==> config.mk <==
export PLATFORM = sky130hd
export DESIGN_NAME = cmos_capture_win_flat
export DESIGN_NICKNAME = d
export VERILOG_FILES = /design/src/rtl/cmos_cap_pkg.sv /design/src/rtl/cmos_capture_win_if.sv /design/src/rtl/cmos_byte_pack.sv /design/src/rtl/cmos_capture_win.sv /design/src/flat_wrapper.sv
export SDC_FILE = /design/constraint.sdc
export NUM_CORES = 1
export LEC_CHECK = 0
export ABC_AREA = 1
export BUFFER_PORTS_ARGS = -buffer_cell sky130_fd_sc_hd__buf_2
export CORE_MARGIN = 2
export CORE_UTILIZATION = 30
export DETAILED_ROUTE_END_ITERATION = 8
export HOLD_SLACK_MARGIN = 0.02
export SKIP_CTS_REPAIR_TIMING = 1
export SYNTH_ARGS = -nofsm -noshare
export SYNTH_HDL_FRONTEND = slang
export SYNTH_SLANG_ARGS = --single-unit
==> constraint.sdc <==
create_clock -name cam_pclk -period 1.5 [get_ports cam_pclk]
set_input_delay 0.075 -clock cam_pclk [delete_from_list [all_inputs] [get_ports cam_pclk]]
set_output_delay 0.075 -clock cam_pclk [all_outputs]
set_load 0.005 [all_outputs]
==> src/rtl/cmos_cap_pkg.sv <==
// cmos_cap_pkg: shared types and constants for the CMOS capture window block
package cmos_cap_pkg;
  localparam int RGB_W = 16;
  localparam int FCNT_W = 8;
  typedef enum logic [1:0] {SETTLE, IDLE, ACTIVE, DISCARD} cap_state_t;
  function automatic int min_i(int a, int b);
    return (a < b) ? a : b;
  endfunction
endpackage

==> src/rtl/cmos_capture_win_if.sv <==
// cmos_capture_win_if: sensor input and pixel output bundle of cmos_capture_win
interface cmos_capture_win_if;
  import cmos_cap_pkg::*;
  logic cap_en;
  logic cam_vsync;
  logic cam_href;
  logic [7:0] cam_data;
  logic pix_valid;
  logic [RGB_W-1:0] pix_data;
  logic frame_start;
  logic frame_done;
  logic [FCNT_W-1:0] frame_cnt;
  logic line_err;
  modport master (
    output cap_en, cam_vsync, cam_href, cam_data,
    input  pix_valid, pix_data, frame_start, frame_done, frame_cnt, line_err
  );
  modport slave (
    input  cap_en, cam_vsync, cam_href, cam_data,
    output pix_valid, pix_data, frame_start, frame_done, frame_cnt, line_err
  );
endinterface

==> src/rtl/cmos_byte_pack.sv <==
// cmos_byte_pack: pairs sensor bytes (high byte first) within an href run, flags odd runs
module cmos_byte_pack
  import cmos_cap_pkg::*;
(
  input  logic             clk,
  input  logic             rst,
  input  logic             href,
  input  logic [7:0]       data,
  output logic             pair_valid,
  output logic [RGB_W-1:0] pair_data,
  output logic             odd_err
);
  logic       phase;
  logic       href_d;
  logic [7:0] hi;
  // phase is forced to 0 whenever href is low, so every run starts on a high byte
  always_ff @(posedge clk) begin
    if (rst) begin
      phase  <= 1'b0;
      href_d <= 1'b0;
      hi     <= '0;
    end else begin
      href_d <= href;
      phase  <= href & ~phase;
      if (href & ~phase) hi <= data;
    end
  end
  assign pair_valid = href & phase;
  assign pair_data  = {hi, data};
  assign odd_err    = ~href & href_d & phase;
endmodule

==> src/rtl/cmos_capture_win.sv <==
// cmos_capture_win: RGB565 sensor capture with settle frames, crop window and frame FSM.
// Define CMOS_CAPTURE_DECIM_EN for 2:1 decimation per axis inside the window.
module cmos_capture_win
  import cmos_cap_pkg::*;
#(
  parameter int H_PIXEL     = 640,
  parameter int V_PIXEL     = 480,
  parameter int WIN_X0      = 0,
  parameter int WIN_Y0      = 0,
  parameter int WIN_W       = 640,
  parameter int WIN_H       = 480,
  parameter int WAIT_FRAMES = 10,
  parameter int CNT_W       = 12
) (
  input logic               cam_pclk,
  input logic               cam_rst,
  cmos_capture_win_if.slave cif
);
  localparam int XS = min_i(WIN_X0, H_PIXEL);
  localparam int YS = min_i(WIN_Y0, V_PIXEL);
  localparam logic [CNT_W-1:0] X0 = CNT_W'(XS);
  localparam logic [CNT_W-1:0] Y0 = CNT_W'(YS);
  localparam logic [CNT_W-1:0] XW = CNT_W'(min_i(WIN_X0 + WIN_W, H_PIXEL) - XS);
  localparam logic [CNT_W-1:0] YH = CNT_W'(min_i(WIN_Y0 + WIN_H, V_PIXEL) - YS);
  localparam logic [CNT_W-1:0] VP = CNT_W'(V_PIXEL);
  localparam logic [CNT_W-1:0] WF = CNT_W'(WAIT_FRAMES - 1);
  cap_state_t       state, state_n;
  logic             r_vsync, vs_d, r_href, eh_d;
  logic [7:0]       r_data;
  logic [CNT_W-1:0] x_cnt, y_cnt, settle_cnt, dx, dy;
  logic             eh, vs_rise, vs_fall, first, keep, in_win, pv_n, fin;
  logic             pair_valid, odd_err;
  logic [RGB_W-1:0] pair_data;
  // lines that begin during vertical blanking never reach the pairing logic
  assign eh      = r_href & ~r_vsync;
  assign vs_rise = r_vsync & ~vs_d;
  assign vs_fall = ~r_vsync & vs_d;
  assign dx      = x_cnt - X0;
  assign dy      = y_cnt - Y0;
  assign in_win  = (dx < XW) && (dy < YH);
`ifdef CMOS_CAPTURE_DECIM_EN
  assign keep    = ~dx[0] & ~dy[0];
`else
  assign keep    = 1'b1;
`endif
  assign pv_n    = (state == ACTIVE) & pair_valid & in_win & keep;
  assign fin     = (state == ACTIVE) & vs_rise;
  cmos_byte_pack u_pack (
    .clk        (cam_pclk),
    .rst        (cam_rst),
    .href       (eh),
    .data       (r_data),
    .pair_valid (pair_valid),
    .pair_data  (pair_data),
    .odd_err    (odd_err)
  );
  always_ff @(posedge cam_pclk) begin
    if (cam_rst) state <= SETTLE;
    else state <= state_n;
  end
  always_comb begin
    state_n = state;
    unique case (state)
      SETTLE:  state_n = (WAIT_FRAMES == 0 || (vs_rise && settle_cnt == WF)) ? IDLE : SETTLE;
      IDLE:    state_n = vs_fall ? (cif.cap_en ? ACTIVE : DISCARD) : IDLE;
      ACTIVE:  state_n = vs_rise ? IDLE : ACTIVE;
      DISCARD: state_n = vs_rise ? IDLE : DISCARD;
    endcase
  end
  // vsync pipeline resets high so a sensor already in blanking gives no false rise
  always_ff @(posedge cam_pclk) begin
    if (cam_rst) begin
      r_vsync         <= 1'b1;
      vs_d            <= 1'b1;
      r_href          <= 1'b0;
      eh_d            <= 1'b0;
      r_data          <= '0;
      settle_cnt      <= '0;
      x_cnt           <= '0;
      y_cnt           <= '0;
      first           <= 1'b0;
      cif.pix_valid   <= 1'b0;
      cif.pix_data    <= '0;
      cif.frame_start <= 1'b0;
      cif.frame_done  <= 1'b0;
      cif.frame_cnt   <= '0;
      cif.line_err    <= 1'b0;
    end else begin
      r_vsync         <= cif.cam_vsync;
      vs_d            <= r_vsync;
      r_href          <= cif.cam_href;
      eh_d            <= eh;
      r_data          <= cif.cam_data;
      settle_cnt      <= (state == SETTLE && vs_rise) ? settle_cnt + 1'b1 : settle_cnt;
      x_cnt           <= (vs_rise || !eh) ? '0 : (pair_valid && !(&x_cnt)) ? x_cnt + 1'b1 : x_cnt;
      y_cnt           <= vs_rise ? '0 : (eh_d && !eh && !(&y_cnt)) ? y_cnt + 1'b1 : y_cnt;
      first           <= (state == IDLE && vs_fall) ? 1'b1 : pv_n ? 1'b0 : first;
      cif.pix_valid   <= pv_n;
      cif.pix_data    <= pv_n ? pair_data : cif.pix_data;
      cif.frame_start <= pv_n & first;
      cif.frame_done  <= fin;
      cif.frame_cnt   <= fin ? cif.frame_cnt + 1'b1 : cif.frame_cnt;
      cif.line_err    <= cif.line_err | ((state == ACTIVE) & odd_err) | (fin & (y_cnt != VP));
    end
  end
endmodule

==> src/flat_wrapper.sv <==
// flat-port wrapper written by rule: the top's interface ports become plain ports
module cmos_capture_win_flat import cmos_cap_pkg::*;
#(
  parameter int H_PIXEL     = 640,
  parameter int V_PIXEL     = 480,
  parameter int WIN_X0      = 0,
  parameter int WIN_Y0      = 0,
  parameter int WIN_W       = 640,
  parameter int WIN_H       = 480,
  parameter int WAIT_FRAMES = 10,
  parameter int CNT_W       = 12
)
  (cam_pclk, cam_rst, cif_cap_en, cif_cam_vsync, cif_cam_href, cif_cam_data, cif_pix_valid, cif_pix_data, cif_frame_start, cif_frame_done, cif_frame_cnt, cif_line_err);
  cmos_capture_win_if cif_i ();
  input logic cam_pclk;
  input logic cam_rst;
  input wire logic [$bits(cif_i.cap_en)-1:0] cif_cap_en;
  input wire logic [$bits(cif_i.cam_vsync)-1:0] cif_cam_vsync;
  input wire logic [$bits(cif_i.cam_href)-1:0] cif_cam_href;
  input wire logic [$bits(cif_i.cam_data)-1:0] cif_cam_data;
  output wire logic [$bits(cif_i.pix_valid)-1:0] cif_pix_valid;
  output wire logic [$bits(cif_i.pix_data)-1:0] cif_pix_data;
  output wire logic [$bits(cif_i.frame_start)-1:0] cif_frame_start;
  output wire logic [$bits(cif_i.frame_done)-1:0] cif_frame_done;
  output wire logic [$bits(cif_i.frame_cnt)-1:0] cif_frame_cnt;
  output wire logic [$bits(cif_i.line_err)-1:0] cif_line_err;
  assign cif_i.cap_en = cif_cap_en;
  assign cif_i.cam_vsync = cif_cam_vsync;
  assign cif_i.cam_href = cif_cam_href;
  assign cif_i.cam_data = cif_cam_data;
  assign cif_pix_valid = cif_i.pix_valid;
  assign cif_pix_data = cif_i.pix_data;
  assign cif_frame_start = cif_i.frame_start;
  assign cif_frame_done = cif_i.frame_done;
  assign cif_frame_cnt = cif_i.frame_cnt;
  assign cif_line_err = cif_i.line_err;
  cmos_capture_win #(.H_PIXEL(H_PIXEL), .V_PIXEL(V_PIXEL), .WIN_X0(WIN_X0), .WIN_Y0(WIN_Y0), .WIN_W(WIN_W), .WIN_H(WIN_H), .WAIT_FRAMES(WAIT_FRAMES), .CNT_W(CNT_W)) u_core (.cam_pclk(cam_pclk), .cam_rst(cam_rst), .cif(cif_i));
endmodule
# Word level (Yosys, flattened, before mapping)
# Cells that the tools add are included.
[totals]
ff_bits = 88
wordCells = 73
input_bits = 13
output_inout_bits = 28
[op_classes]
eq_ne = 5
reduce_logical = 17
order_cmp = 2
n_bitwise = 19
addsub = 4
mux = 8
[ops]
columns = ["cell", "n"]
rows = [
  ["adder 12 x 1 -> 12 bit (second input constant)", 3],
  ["AND reduction 12 bit", 2],
  ["bitwise AND 1 bit", 13],
  ["== test 12 x 4 -> 1 bit (second input constant)", 1],
  ["less-than comparator 12 x 10 -> 1 bit (second input constant)", 1],
  ["less-than comparator 12 x 9 -> 1 bit (second input constant)", 1],
  ["!= test 12 x 9 -> 1 bit (second input constant)", 1],
  ["adder 8 x 1 -> 8 bit (second input constant)", 1],
  ["case mux 2 bit (4 select lines)", 1],
  ["logical AND 1 bit", 7],
  ["2-to-1 mux 2 bit", 3],
  ["== test 2 bit (second input constant)", 2],
  ["2-to-1 mux 1 bit", 4],
  ["inverter 1 bit", 4],
  ["OR reduction 2 bit", 2],
  ["logical NOT 1 bit", 3],
  ["== test 2 x 1 -> 1 bit (second input constant)", 1],
  ["logical NOT 2 bit", 1],
  ["OR 1 bit", 2],
  ["nonzero test 2 bit", 1],
  ["logical OR 1 bit", 1],
]

# Logic depth before layout (Yosys ltp)
# Gate-level depths: netlist (run 1).
[depth]
depth_word = 8
ltp_mapped = 9
depth_no_buf = 8

# Hierarchy
# From an unflattened synthesis (run 1), not the netlist that was laid out.
[unflattened]
cells_unflattened = 617
hier_area_um2 = 4245.3
[by_module_without_submodules]
columns = ["module", "seq_area_each_um2", "area_each_um2", "n_inst", "cells_per_inst"]
rows = [
  ["cmos_capture_win", 1581.5, 3778.6, 1, 548],
  ["cmos_byte_pack", 200.2, 466.7, 1, 69],
]

# Worst setup path before layout (run 1)
# OpenSTA, ideal clock, no wires.
[synth_path]
path_kind = "register -> register"
startpoint = "register u_core.y_cnt[0]"
endpoint = "register u_core.y_cnt[9]"
setup_ns = 0.113
t_arrival_ns = 1.280
slack_ns = 0.107
path_stages_with_launch = 10
n_path_buf = 1
period_less_slack_ns = 1.393
t_required_ns = 1.387
cell_sequence = "dfxtp_1 ha_1 nand2_1 nor2_2 nand3_4 nand2_4 buf_6 nor2_1 nor2_1 nor2_1"
[synth_via]
elab_chain_len = 3
word_cells_on_any_way = 4
cone_classes = "add/sub (1); reduce/logical (3)"
[synth_lines]
columns = ["element", "line", "text"]
rows = [
  ["from (decl)", "cmos_capture_win.sv:30", "logic [CNT_W-1:0] x_cnt, y_cnt, settle_cnt, dx, dy;"],
  ["from (signal assigned)", "cmos_capture_win.sv:96", "y_cnt <= vs_rise ? '0 : (eh_d && !eh && !(&y_cnt)) ? y_cnt + 1'b1 : y_cnt;"],
  ["branches (longest 3 deep; another with adder 12 x 1 -> 12 bit)", "--", ""],
]
# Parallel ways; which one is timed is not known.
# A chain may end at the register's enable or synchronous reset.

# Worst setup path after layout (run 1)
[layout_path]
startpoint = "register u_core.x_cnt[0]"
endpoint = "register u_core.x_cnt[11]"
[layout_via]
elab_chain_len = 3
word_cells_on_any_way = 4
cone_classes = "add/sub (1); reduce/logical (3)"
[layout_lines]
columns = ["element", "line", "text"]
rows = [
  ["from (decl)", "cmos_capture_win.sv:30", ""],
  ["from (signal assigned)", "cmos_capture_win.sv:95", "x_cnt <= (vs_rise || !eh) ? '0 : (pair_valid && !(&x_cnt)) ? x_cnt + 1'b1 : x_cnt;"],
  ["branches (longest 3 deep; another with adder 12 x 1 -> 12 bit)", "--", ""],
]
# Parallel ways; which one is timed is not known.

==> results.md, run 1 <==
- Buffers added on ports: 40
- Seq/Total Area, Yosys: 0.423
- Status: complete, no violations
- CP required: 1740 ps
- Num rows: 43
- Max Fclk: 731 MHz
- I/O pins: 41
- Slew Viols, Final: 0
- Main combinational cell family by area after synthesis: simple AND/OR/NAND/NOR gates
- DR vias/cell: 4.25
- Adder-cell share of the synthesized area: 0.0180
- Top_reg_cell synth: dfxtp_1
- Syn Nets: 612
- Arrival @ worst endpoint: 1610 ps
- TritonCTS clock tree: built
- Residual DRC: 0
- Root cell of the clock tree: clkbuf_16
- Final Hold Viols: 0
- Clk Latency, worst-skew pair: 340 ps
- RSZ-0062 raised after global routing: false
- Post-Route Setup TNS: 0 ps
- CTS Buf Count: 9
- Core ar.: 13700 sq um
- Final WS setup: 132 ps
- Most common cell after layout, fill and taps aside: nand2_1
- Die area: 14800 sq um
- 1st-pass router iterations: 4
- Die extent in x: 122 microns
- Wire length of the first global-routing pass: 14700 microns
- Post-layout min period: 1370 ps
- EDFF count, synth: 0
- PwrDens: 928 nW/um^2
- DRT Wirelength: 8540 microns
- Compound-cell area share of the yosys netlist: 0.104
- DP Wirelength: 6160 microns
- Hold Crit Class: in -> reg
- Multiplexer area fraction after synthesis: 0
- Final #Nets: 678
- WS Path Type: reg -> reg
- Crit path max fanout: 4
- Inst Count DP: 816
- Final std cells w/o fill: 844
- Clk slew on worst S/H paths: 70 ps
- Synth Register Bits: 88
- Remaining Overflow, GRT: 0
- Layout cells sized above 1: 0.188
- Final antenna-violating net count: 0
- Final Setup Violations: 0
- Vias: 3584
- CTS HTree Levels: 3
- CTS max path bufs: 2
- Library cells used by synthesis: 37
- Max_slew headroom: 0.752
- XOR/XNOR Fraction of Synth Area: 0.0189
- DR WL/cell: 10.1 microns
- Fraction of registers with async set/reset: 0
- Most frequent cells in the layout: 111 x nand2_1, 100 x inv_1, 92 x nor2_1
- Synth area leaders: dfxtp_1 42%, nand2_1 10%, inv_1 9.0%
- # diodes: 0
- Max Cap Viol: 0
- Final RePlAce weighted congestion: 0.754
- Post-synth top area share: 0.423
- Largest net degree at the start of global routing: 30
- VDD IR max: 0.457 mV
- Pre-CTS WS: 73.8 ps
- Final non-filler cell area: 5050 sq um
- Initial core utilization: 0.303
- Placed inst area: 4630 sq um
- Vias in the first global route: 3247
- Tcrit/Tclk final: 0.912
- Slew @ Worst Pin: 371 ps
- Synth warn: 0
- Overall Global Routing Usage: 0.123
- Antenna violations before repair: 0
- Crit. End Element: flip-flop
- Clock Skew: 7.05 ps
- CP Launch Type: flip-flop
- Die Y: 122 microns
- Avg Inst Size Synth: 7.02 sq um
- Synth Cell Area: 4160 sq um
- DRT iter0 DRCs: 270
- CTS Sinks: 88
- Mapped Cells: 593
- Synth Area in Simple Gates: 0.311
- Pleak: 2.13 nW
- Yosys top cell by area: dfxtp_1
- Layout area overhead: 21.4%
==> cell families after synthesis <==
group,after synthesis
AND/OR/NAND/NOR,282
XOR/XNOR,9
AO/OA/AOI/OAI,82
buffers and inverters,126
flip-flops,88
adder cells (fa/ha/maj),6
==> cells in the mapped netlist, types with 2 or more instances <==
cell type and n:
a21oi_1 36, buf_4 2, buf_6 5, clkbuf_1 6, dfxtp_1 88, ha_1 6, inv_1 100, inv_2 11
nand2_1 112, nand2_2 13, nand3_1 22, nand3_2 2, nand3_4 2, nand4_1 15, nor2_1 92, nor2_2 7
nor2_4 3, nor3_1 2, nor3b_1 2, nor4_1 2, o21ai_0 15, o21ai_1 26, o21bai_1 2, xor2_1 9
==> through the flow <==
stage / util / total power [mW] / hold WS, ps
after floorplan: - / 2.53 / 179
after global placement: 0.338 / 2.58 / 287
after detailed placement: 0.338 / 2.59 / 289
after CTS: 0.358 / 4.73 / -74.4
after global routing: 0.368 / 4.88 / 74.7
final: 0.368 / 4.69 / 56.8
==> routing by layer <==
layer	vias up	wire length (microns)	part of all wire	track usage
li1	1971	-	-	-
met1	1547	4490	0.53	0.168
met2	59	3560	0.42	0.185
met3	7	401	0.047	0.0431
met4	0	82	0.0096	0.0302
met5	-	0	0	0
==> state kept, by name, indices dropped and copies added, names as in the netlist, 2 cells and up <==
| signal | cells |
|---|---|
| u_core.cif.frame_cnt | 8 |
| u_core.cif.pix_data | 16 |
| u_core.r_data | 8 |
| u_core.settle_cnt | 12 |
| u_core.state | 2 |
| u_core.u_pack.hi | 8 |
| u_core.x_cnt | 12 |
| u_core.y_cnt | 12 |
==> final timing paths <==
check | endpoint | startpoint | slack, ps | cells past startpoint
max | u_core.x_cnt[11] | u_core.x_cnt[0] | 130 | 9
min reg2reg | u_core.u_pack.hi[2] | u_core.u_pack.hi[2] | 440 | 2
max reg2reg | u_core.x_cnt[11] | u_core.x_cnt[0] | 130 | 9
min | u_core.eh_d | cam_rst | 60 | 2
==> critical path, cell delays in order (launching register included) <==
cell and delay (ps):
dfxtp_2 340, ha_2 190, nand2_2 70, nor2_2 150, nand3_2 150, buf_6 160
nand3_1 70, nand2_1 50, nand2_1 50, nor2_1 40
==> where the power goes <==
part	switching, mW	total (mW)	leakage, nW	internal, mW
logic	0.0964	0.171	1.28	0.0750
registers	0.0167	2.38	0.714	2.36
clock network	0.952	2.13	0.137	1.18
==> cell type report <==
cell class | count | area, sq um
sequential | 88 | 1770
clock inverter | 5 | 38.8
multi-input combinational | 380 | 1900
timing repair buffer | 69 | 459
fill | 1454 | 8670
tap | 180 | 225
inverter | 111 | 417
clock buffer | 11 | 243
No activity file was read; power rests on OpenSTA's default activity.
==> inputs of run 2 (changes only) <==
--- a/config.mk
+++ b/config.mk
@@ -6,10 +6,10 @@
 export NUM_CORES = 1
 export LEC_CHECK = 0
 export ABC_AREA = 1
-export BUFFER_PORTS_ARGS = -buffer_cell sky130_fd_sc_hd__buf_2
 export CORE_MARGIN = 2
 export CORE_UTILIZATION = 30
 export DETAILED_ROUTE_END_ITERATION = 8
+export DONT_BUFFER_PORTS = 1
 export HOLD_SLACK_MARGIN = 0.02
 export SKIP_CTS_REPAIR_TIMING = 1
 export SYNTH_ARGS = -nofsm -noshare
==> run 2 against run 1 <==
Net effect: via count shrank 1.5%; highest routed layer unchanged; critical path depth shrank 1; cell count shrank 3.7%; first-iteration DRC count grew 5.6%; die area is the same; maximum frequency shrank 3.1%.
==> results.md, run 2 (synthesis gave the netlist of run 1 again) <==
- Status: complete, no violations
- Slew Viols, Final: 0
- Crit. End Element: flip-flop
- Largest net degree at the start of global routing: 37
- Root cell of the clock tree: clkbuf_16
- # diodes: 0
- DRT Wirelength: 8840 microns
- DRT iter0 DRCs: 285
- CTS Sinks: 88
- Int Power: 3.98 mW
- DR vias/cell: 4.34
- Sw frac: 0.205
- Crit-path most repeated cell: nor2_1
- Initial core utilization: 0.303
- Post-layout min period: 1410 ps
- Final antenna-violating net count: 0
- Tcrit/Tclk final: 0.941
- Final Hold Viols: 0
- VDD IR max: 0.721 mV
- I/O pins: 41
- Pleak: 2.01 nW
- Logic gate share of total power: 0.034
- Vias in the first global route: 3128
- CTS HTree Levels: 3
- Hold Crit Class: in -> reg
- Final #Nets: 648
- Die extent in x: 122 microns
- CP required: 1730 ps
- Clock Power Share: 0.491
- Final WS setup: 88.2 ps
- Remaining Overflow, GRT: 0
- CTS max path bufs: 2
- Arrival @ worst endpoint: 1640 ps
- Layout cells sized above 1: 0.150
- Layout area overhead: 20.0%
- Largest Register: u_core.cif.pix_data
- Crit path max fanout: 6
- Core ar.: 13700 sq um
- Clk slew on worst S/H paths: 60 ps
- Cells along the critical path: ha_2, nand2_2, nor2_2, nand3_2, nand2_4, inv_2, nor2_1, nor2_1
- Crit path largest cell delay: 350 ps
- 1st-pass router iterations: 4
- Num rows: 43
- Most common cell after layout, fill and taps aside: nand2_1
- PwrDens: 1000 nW/um^2
- Final Setup Violations: 0
- Wire length of the first global-routing pass: 14400 microns
- Final non-filler cell area: 4990 sq um
- Clock Skew: 4.89 ps
- DR WL/cell: 10.9 microns
- Overall Global Routing Usage: 0.121
- Most frequent cells in the layout: 111 x nand2_1, 100 x inv_1, 90 x nor2_1
- Vias: 3532
- Die area: 14800 sq um
- DP Wirelength: 6270 microns
- Placed inst area: 4490 sq um
- Pre-CTS WS: 32.9 ps
- CTS Buf Count: 9
- CP Launch Type: flip-flop
- Final RePlAce weighted congestion: 0.799
- Max Fclk: 708 MHz
- WS Path Type: reg -> reg
- Critical path's slowest cell: dfxtp_2
- Residual DRC: 0
- Clk Latency, worst-skew pair: 340 ps
- Buffers added on ports: 0
- Max reg flops: 16
- Antenna violations before repair: 0
- Reg power frac: 0.475
- Net switching power figure: 1.03 mW
- Max Cap Viol: 0
- TritonCTS clock tree: built
- Slew @ Worst Pin: 483 ps
- Max_slew headroom: 0.678
- Die Y: 122 microns
[run 2: critical path, delay by kind of cell (launching register included)]
kind	cells	cell delay [ps]
simple gates	6	680
fa+ha+maj	1	200
buf+inv	1	70
flops	1	350
[run 2: final cells by class]
class | count | area [sq um]
sequential | 88 | 1770
fill | 1448 | 8730
inverter | 111 | 419
clock inverter | 4 | 77.6
clock buffer | 11 | 253
multi-input combinational | 380 | 1900
timing repair buffer | 39 | 353
tap | 180 | 225
[run 2: power groups by stage]
stage	sequential [mW]	combinational, mW	clock (mW)
final	2.38	0.168	2.46
after CTS	2.38	0.128	2.52
after global placement	2.43	0.128	0
after detailed placement	2.43	0.127	0
after floorplan	2.43	0.0982	0
after global routing	2.38	0.192	2.61
[run 2: path summary, 6_finish.rpt]
check	startpoint	to	slack (ps)	cells past startpoint
max reg2reg	u_core.x_cnt[0]	u_core.x_cnt[1]	90	8
min	cif_cap_en	u_core.state[0]	20	3
min reg2reg	u_core.u_pack.hi[0]	u_core.u_pack.hi[0]	440	2
max	u_core.x_cnt[0]	u_core.x_cnt[1]	90	8
[run 2: per-layer routing]
metal / global-route usage / vias to the layer above / share of wire
met1: 0.162 / 1549 / 0.52
met3: 0.0379 / 9 / 0.051
li1: - / 1912 / -
met4: 0.0352 / 0 / 0.010
met5: 0 / - / 0
met2: 0.186 / 62 / 0.42
[run 2: stage by stage]
stage / hold slack, ps / power, mW / instances / setup TNS [ps] / utilization
final: 16.2 / 5.01 / 813 / 0 / 0.364
after global routing: 59.2 / 5.19 / 813 / -38.4 / 0.364
after CTS: -207 / 5.03 / 799 / 0 / 0.351
after detailed placement: 151 / 2.56 / 784 / 0 / 0.327
after global placement: 151 / 2.56 / 784 / 0 / 0.327
after floorplan: 179 / 2.53 / 593 / 0 / -
==> inputs of run 3 (changes only) <==
--- a/config.mk
+++ b/config.mk
@@ -6,7 +6,7 @@
 export NUM_CORES = 1
 export LEC_CHECK = 0
 export ABC_AREA = 1
-export CORE_MARGIN = 2
+export CORE_MARGIN = 8
 export CORE_UTILIZATION = 30
 export DETAILED_ROUTE_END_ITERATION = 8
 export DONT_BUFFER_PORTS = 1
==> run 3 against run 2 <==
Net effect: clock power is 17% lower; worst hold slack better by 1.7 ps; wire length is 2.0% lower; power is 8.5% lower.
==> results.md, run 3 (synthesis gave the netlist of run 1 again) <==
- Most frequent cells in the layout: 112 x nand2_1, 100 x inv_1, 92 x nor2_1
- PwrDens: 952 nW/um^2
- Tcrit/Tclk final: 0.920
- Vias in the first global route: 3020
- Inst Count DP: 773
- Max_slew headroom: 0.500
- TritonCTS clock tree: built
- Pleak: 1.91 nW
- Slew @ Worst Pin: 747 ps
- Core ar.: 13700 sq um
- Clk Latency, worst-skew pair: 340 ps
- Reg power frac: 0.520
- Clock Power Share: 0.448
- Crit. End Element: flip-flop
- Net switching power figure: 1.04 mW
- Post-layout util: 0.351
- WP buf/inv: 1
- Final RePlAce weighted congestion: 0.795
- Reg2reg setup slack: 120 ps
- Crit-path most repeated cell: nand2_1
- CP required: 1730 ps
- Logic gate share of total power: 0.033
- Hold WS: 17.9 ps
- Final Setup Violations: 0
- Largest net degree at the start of global routing: 41
- I/O pins: 41
- VDD IR max: 0.512 mV
- Die Y: 134 microns
- Pwr Total: 4.58 mW
- DRT Wirelength: 8660 microns
- Max reg flops: 16
- Die extent in x: 134 microns
- 1st-pass router iterations: 4
- Slew Viols, Final: 0
- CTS max path bufs: 2
- Layout area overhead: 15.8%
- CP Launch Type: flip-flop
- Num rows: 43
- Remaining Overflow, GRT: 0
- WS Path Type: reg -> reg
- Final Hold Viols: 0
- Residual DRC: 0
- Hold Path End: u_core.state[0]
- Critical path's slowest cell: dfxtp_1
- DR WL/cell: 10.8 microns
- Crit path max fanout: 4
- Min-delay src: cif_cap_en
- Wire length of the first global-routing pass: 14300 microns
- Status: complete, no violations
- Final antenna-violating net count: 0
- Max Fclk: 725 MHz
- Worst R2R Start: u_core.x_cnt[1]
- Int Power: 3.54 mW
- Most common cell after layout, fill and taps aside: nand2_1
- CTS Buf Count: 9
- Layout cells sized above 1: 0.123
- Antenna violations before repair: 0
- Die area: 17900 sq um
- Clk slew on worst S/H paths: 60 ps
- Vias: 3407
- Reg2reg path depth: 9
- RSZ-0062 raised after global routing: false
- Clock Skew: 5.81 ps
- Overall Global Routing Usage: 0.0973
- Cells along the critical path: ha_1, nand2_1, nor2_2, nand3_2, buf_4, nand3_1, nand2_1, nand2_1, nor2_1
- Arrival @ worst endpoint: 1600 ps
- Hold Crit Class: in -> reg
- Buffers added on ports: 0
- R2R Path End: u_core.x_cnt[11]
- Final #Nets: 634
- Final std cells w/o fill: 799
- Post-Route Setup TNS: 0 ps
- Initial core utilization: 0.303
- Post-layout min period: 1380 ps
- Root cell of the clock tree: clkbuf_16
- CTS HTree Levels: 3
- # diodes: 0
- Max Cap Viol: 0
- DRT iter0 DRCs: 174
- DR vias/cell: 4.26
- CTS Sinks: 88
- Sw frac: 0.227
- Crit path largest cell delay: 350 ps
- Dominant delay contributor by cell family on the critical path: simple AND/OR/NAND/NOR gates
- DP Wirelength: 6220 microns
- Hold path depth: 3
- Largest Register: u_core.cif.pix_data
==> run 3: worst max-delay path by stage <==
stage	start	to	cells past startpoint	slack (ps)
3_5_place_dp	u_core.x_cnt[1]	u_core.x_cnt[1]	8	80
5_1_grt	u_core.r_vsync	u_core.u_pack.hi[2]	5	2
6_report	u_core.x_cnt[1]	u_core.x_cnt[11]	9	120
2_1_floorplan	u_core.y_cnt[0]	u_core.y_cnt[9]	9	110
4_1_cts	u_core.x_cnt[1]	u_core.x_cnt[1]	8	70
3_3_place_gp	u_core.x_cnt[1]	u_core.x_cnt[1]	8	110
==> run 3: per-stage QoR <==
step                instance area (sq um)  worst slack [ps]
CTS                                  4690              69.3
detailed placement                   4420              80.1
global placement                     4420               114
floorplan                            4160               107
finish                               4820               121
global route                         4820              2.25
==> run 3: worst min-delay path: stages <==
cell	delay, ps
nand3_1	60
a21oi_1	60
a21oi_1	120
==> run 3: cell type report <==
type	instances	area [sq um]
fillers	1470	8900
multi-input cells	379	1890
flip-flops and latches	88	1760
inverters	111	417
repair buffers	26	248
clock buffers	9	225
well taps	180	225
clock inverters	6	47.5
==> run 3: power by group through the flow <==
stage	sequential (mW)	clock, mW	combinational, mW
6_report	2.38	2.05	0.149
2_1_floorplan	2.43	0	0.0982
3_5_place_dp	2.44	0	0.121
4_1_cts	2.38	2.13	0.122
5_1_grt	2.38	2.24	0.169
3_3_place_gp	2.44	0	0.121
==> run 3: layer usage <==
metal / part of all wire / GRT usage / routed length, microns / up-vias
met2: 0.41 / 0.145 / 3560 / 49
met5: 0 / 0 / 0 / -
li1: - / - / - / 1877
met4: 0.012 / 0.0337 / 104 / 0
met1: 0.52 / 0.125 / 4500 / 1471
met3: 0.057 / 0.0373 / 494 / 10
